<file path="config.mk">
export PLATFORM = sky130hd
export DESIGN_NAME = d1_issue_buffer
export DESIGN_NICKNAME = d
export VERILOG_FILES = /design/src/rtl/d1_issue_buffer.sv
export SDC_FILE = /design/constraint.sdc
export NUM_CORES = 1
export LEC_CHECK = 0
export CAP_MARGIN = 25
export CORE_UTILIZATION = 37
export CTS_BUF_LIST = sky130_fd_sc_hd__clkbuf_2 sky130_fd_sc_hd__clkbuf_4 sky130_fd_sc_hd__clkbuf_8
export DETAILED_ROUTE_END_ITERATION = 12
export PLACE_DENSITY = 0.78
export SLEW_MARGIN = 20
export SYNTH_ARGS = -nofsm -noshare
export SYNTH_HDL_FRONTEND = slang
export SYNTH_SLANG_ARGS = --single-unit
</file>
<file path="constraint.sdc">
create_clock -name clock -period 3.1 [get_ports clock]
set_input_delay 0.93 -clock clock [delete_from_list [all_inputs] [get_ports clock]]
set_output_delay 0.93 -clock clock [all_outputs]
set_load 0.005 [all_outputs]
</file>
<file path="src/rtl/d1_issue_buffer.sv">
// d1_issue_buffer: buffers F2 fetches and issues them into D2, tracking branch delay slots.
// Build option XUM_D1_SKID_EN: 2-entry skid buffer that decouples F2_Ready from D2_Stall (default 1 entry).
`default_nettype none

module d1_issue_buffer (
    input  logic        clock,
    input  logic        reset,
    input  logic        F2_Valid,
    output logic        F2_Ready,
    input  logic [31:0] F2_Instruction,
    input  logic [31:0] F2_FetchPC,
    input  logic        F2_Exception,
    input  logic [4:0]  F2_ExcCode,
    input  logic        F2_IsBranch,
    input  logic        D2_Stall,
    input  logic        D2_Flush,
    output logic        D1_Issued,
    output logic [31:0] D1_Instruction,
    output logic [31:0] D1_FetchPC,
    output logic        D1_Exception,
    output logic [4:0]  D1_ExcCode,
    output logic        D1_IsBDS,
    output logic        D1_F2IsBDS,
    output logic [1:0]  D1_Count
);

`ifdef XUM_D1_SKID_EN
    localparam int DEPTH = 2;
`else
    localparam int DEPTH = 1;
`endif

    typedef struct packed {
        logic [31:0] instr;
        logic [31:0] pc;
        logic        exc;
        logic [4:0]  exccode;
        logic        isbranch;
    } entry_t;

    // Storage spans the full 1-bit pointer range; DEPTH only governs wrap, so the 1-entry build never touches slot 1.
    entry_t      mem_q [2];
    logic        rd_ptr_q, rd_ptr_d;
    logic        wr_ptr_q, wr_ptr_d;
    logic [1:0]  count_q, count_d;
    logic        br_pend_q, br_pend_d;

    entry_t      head;
    logic        has_data;
    logic        push;
    logic        pop;

    function automatic logic ptr_inc(input logic p);
        return (DEPTH == 2) ? ~p : 1'b0;
    endfunction

    assign head     = mem_q[rd_ptr_q];
    assign has_data = reset & (count_q != 2'd0);
    assign pop      = has_data & ~D2_Stall & ~D2_Flush;

`ifdef XUM_D1_SKID_EN
    assign F2_Ready = reset & (count_q < 2'd2);
`else
    assign F2_Ready = reset & ((count_q == 2'd0) | pop);
`endif

    assign push = F2_Valid & F2_Ready;

    always_comb begin
        rd_ptr_d  = rd_ptr_q;
        wr_ptr_d  = wr_ptr_q;
        count_d   = count_q;
        br_pend_d = br_pend_q;
        if (D2_Flush) begin
            rd_ptr_d  = 1'b0;
            wr_ptr_d  = 1'b0;
            count_d   = 2'd0;
            br_pend_d = 1'b0;
        end else begin
            if (push) begin
                wr_ptr_d = ptr_inc(wr_ptr_q);
            end
            // Each issue either arms the delay-slot flag (branch) or consumes it.
            if (pop) begin
                rd_ptr_d  = ptr_inc(rd_ptr_q);
                br_pend_d = head.isbranch;
            end
            count_d = count_q + {1'b0, push} - {1'b0, pop};
        end
    end

    always_ff @(posedge clock) begin
        if (!reset) begin
            rd_ptr_q  <= 1'b0;
            wr_ptr_q  <= 1'b0;
            count_q   <= 2'd0;
            br_pend_q <= 1'b0;
        end else begin
            rd_ptr_q  <= rd_ptr_d;
            wr_ptr_q  <= wr_ptr_d;
            count_q   <= count_d;
            br_pend_q <= br_pend_d;
        end
    end

    always_ff @(posedge clock) begin
        if (push) begin
            mem_q[wr_ptr_q] <= '{
                instr:    F2_Exception ? 32'h0 : F2_Instruction,
                pc:       F2_FetchPC,
                exc:      F2_Exception,
                exccode:  F2_ExcCode,
                isbranch: F2_IsBranch
            };
        end
    end

    assign D1_Issued      = pop;
    assign D1_Instruction = has_data ? head.instr   : 32'h0;
    assign D1_FetchPC     = has_data ? head.pc      : 32'h0;
    assign D1_Exception   = has_data & head.exc;
    assign D1_ExcCode     = has_data ? head.exccode : 5'h0;
    assign D1_IsBDS       = has_data & br_pend_q;
    assign D1_F2IsBDS     = reset & br_pend_q;
    assign D1_Count       = reset ? count_q : 2'd0;

endmodule

`default_nettype wire

</file>
==> impl_metrics.ini <==
[status]
status = completed

[floorplanning]
top_level_ports = 152
fp-row-count = 32
start_util_pct = 38.86
chipWidth_um = 92.78
core-area_sq_um = 7848
die_area_sq_um = 8608
die_h_um = 92.78

[yosys]
synth_edf_count = 71
synth_warnings = 0
synth_nets = 286
ys_ff_latch = 74
syn_area_sq_um = 3049
synthFlopType = edfxtp_1
synth_seq_area_share_pct = 71.89
async_flop_share_pct = 0
syn_avg_cell_area_sq_um = 14.66
synth_cells = 208
yosysUniqueCellTypes = 18

[place]
pre_cts_ws_ps = -303.3
port_buffers = 151
hpwl_um = 4547
gp_congestion = 0.7231

[global_route]
antenna_found_initial = 0
grt_max_degree = 72
track_usage_pct = 16.70
grt_pass1_wl_um = 10760
grt_pass1_vias = 2171
grt_overflow = 0

[cts]
cts_buffer_depth = 2
clock_latency_ps = 330
hold_buffers = 0
cts.clk_slew.worst_paths_ps = 70
cts_inserted_buffers = 9
htree_levels = 3
cts_root_buffer = clkbuf_8
tritoncts = built
clock_sinks = 74

[sta]
period_needed_ps = 2995
period_share_pct = 96.62
rsz0062_at_grt = false
relSlewSlack_pct = 71.33
fin_ws_ps = 104.8
worstMarginPinSlew_ps = 428.8
max_freq_ghz = 0.3339
finalHoldViolCount = 0
final-setup-viol-count = 0
drv_slew = 0
skew_ps = 7.687
tns_ps = 0

[worst_setup_path]
crit_type = input pin to primary output
cp_max_fo = 15
worstRegToRegCells = 10
crit_family = buffers and inverters
critPathBufInv = 3
cp_data_arrival_time_ps = 2070
path_depth = 5
critPathLaunchType = input pin
worst_ep_required_time_ps = 2170
crit_path_end_kind = primary output
critPathSlowestCell = clkdlybuf4s50_1
crit_path_max_incr_delay_ps = 490
crit_chain = clkbuf_2, o21a_4, bufbuf_16, and2_1, clkdlybuf4s50_1

[hold_path]
hold_depth = 2
min_path_type = flop to flop

[routing]
postRouteAntennaNets = 0
wl_per_cell_um = 14.35
first_pass_iters = 4
drtIter0Drc = 61
routed_wl_um = 6857
dr_total_vias = 2116
drcViolationCount = 0
via_per_inst = 4.427

[layout]
fill_cells = 618
final_common_cell = clkdlybuf4s50_1
drive_above_1_share_pct = 8.511
diodes = 0
final_net_count = 449
areaGrowthSynthToFinish_pct = 64.83
layout_common_cells = clkdlybuf4s50_1, and2_1, edfxtp_1, dlygate4sd2_1, nor2b_1

[run]
drv_cap = 0

[power_and_ir_drop]
powerDensity_nw_per_um2 = 448.7
p_total_mw = 2.255
ir_drop_v = 0.0002219
p_leak_nw = 2.196
worst register-to-register path: stages, from the launching register on:
cell and delay, ps:
dfxtp_1 360, o21a_4 250, buf_12 140, buf_12 140, and2_1 140, buf_4 130, ha_1 270, inv_1 50
ha_1 140, xnor3_1 230, nor3b_2 150
repair_timing:
item | 4_1_cts | 5_1_grt
setup endpoints to repair | 76 | 2
buffers inserted | 1 | 0
resized for setup | 75 | 4
cloned | 3 | 0
pin swaps | 0 | 1
state kept, by name, indices dropped and copies added, names as in the netlist:
| name | cells |
|---|---|
| br_pend_q | 1 |
| count_q | 2 |
| mem_q | 71 |
per-layer routing:
metal	GRT usage [%]	wire length [um]	vias to the layer above
met5	0	0	-
met4	5.385	66	0
met3	5.911	507	6
met2	28.37	3523	88
met1	19.67	2759	992
li1	-	-	1030
cell usage after synthesis (2+ instances only):
master / instances / area share, %
edfxtp_1: 71 / 70
ha_1: 2 / 0.82
and2_1: 75 / 15
dfxtp_1: 3 / 2.0
nor2b_1: 32 / 6.6
clkbuf_1: 11 / 1.4
nand3b_1: 2 / 0.49
nor2_1: 2 / 0.25
logic make-up (layout without fill, tap and decap cells):
group	count (synthesis)	after routing	share of synthesized area [%]
and+or+nand+nor	113	113	23.39
DFF	74	74	71.89
buffers and inverters	12	180	1.477
AOI/OAI and AO/OA	5	5	1.354
adders and majority gates	2	2	0.8205
xor gates and xnor gates	1	1	0.7386
muxes	1	1	0.3283
path summary, 6_finish.rpt:
| kind | start | endpoint | slack, ps |
|---|---|---|---|
| setup / recovery | reset | D1_FetchPC[26] | 100 |
| hold reg to reg | br_pend_q | br_pend_q | 510 |
| hold / removal | br_pend_q | br_pend_q | 510 |
| setup reg to reg | count_q[1] | count_q[1] | 1020 |
stage by stage:
step           instances  instance area (sq um)  hold slack [ps]  util (%)
6_report             478                   5026            514.6     64.05
5_1_grt              478                   5026            553.7     64.05
4_1_cts              478                   5024            516.4     64.01
3_5_place_dp         458                   4752            503.7     60.55
3_3_place_gp         458                   4752            483.4     60.55
2_1_floorplan        208                   3049            468.7         -
area by class of cell:
type | count | area [sq um] | area share (%)
Inverter | 1 | 3.754 | 0.07468
Tap cell | 102 | 127.6 | 2.539
Clock inverter | 5 | 102.6 | 2.041
Sequential cell | 74 | 2192 | 43.61
Multi-Input combinational cell | 122 | 828.3 | 16.48
Timing Repair Buffer | 163 | 1633 | 32.49
Clock buffer | 11 | 138.9 | 2.763
power breakdown:
group	leakage, nW	internal (mW)	switching, mW
clock network	0.122	0.552	0.339
logic	1.38	0.138	0.0695
registers	0.695	1.15	0.00931
total	2.20	1.84	0.418
Note: power is estimated with default switching activity, not from simulation.
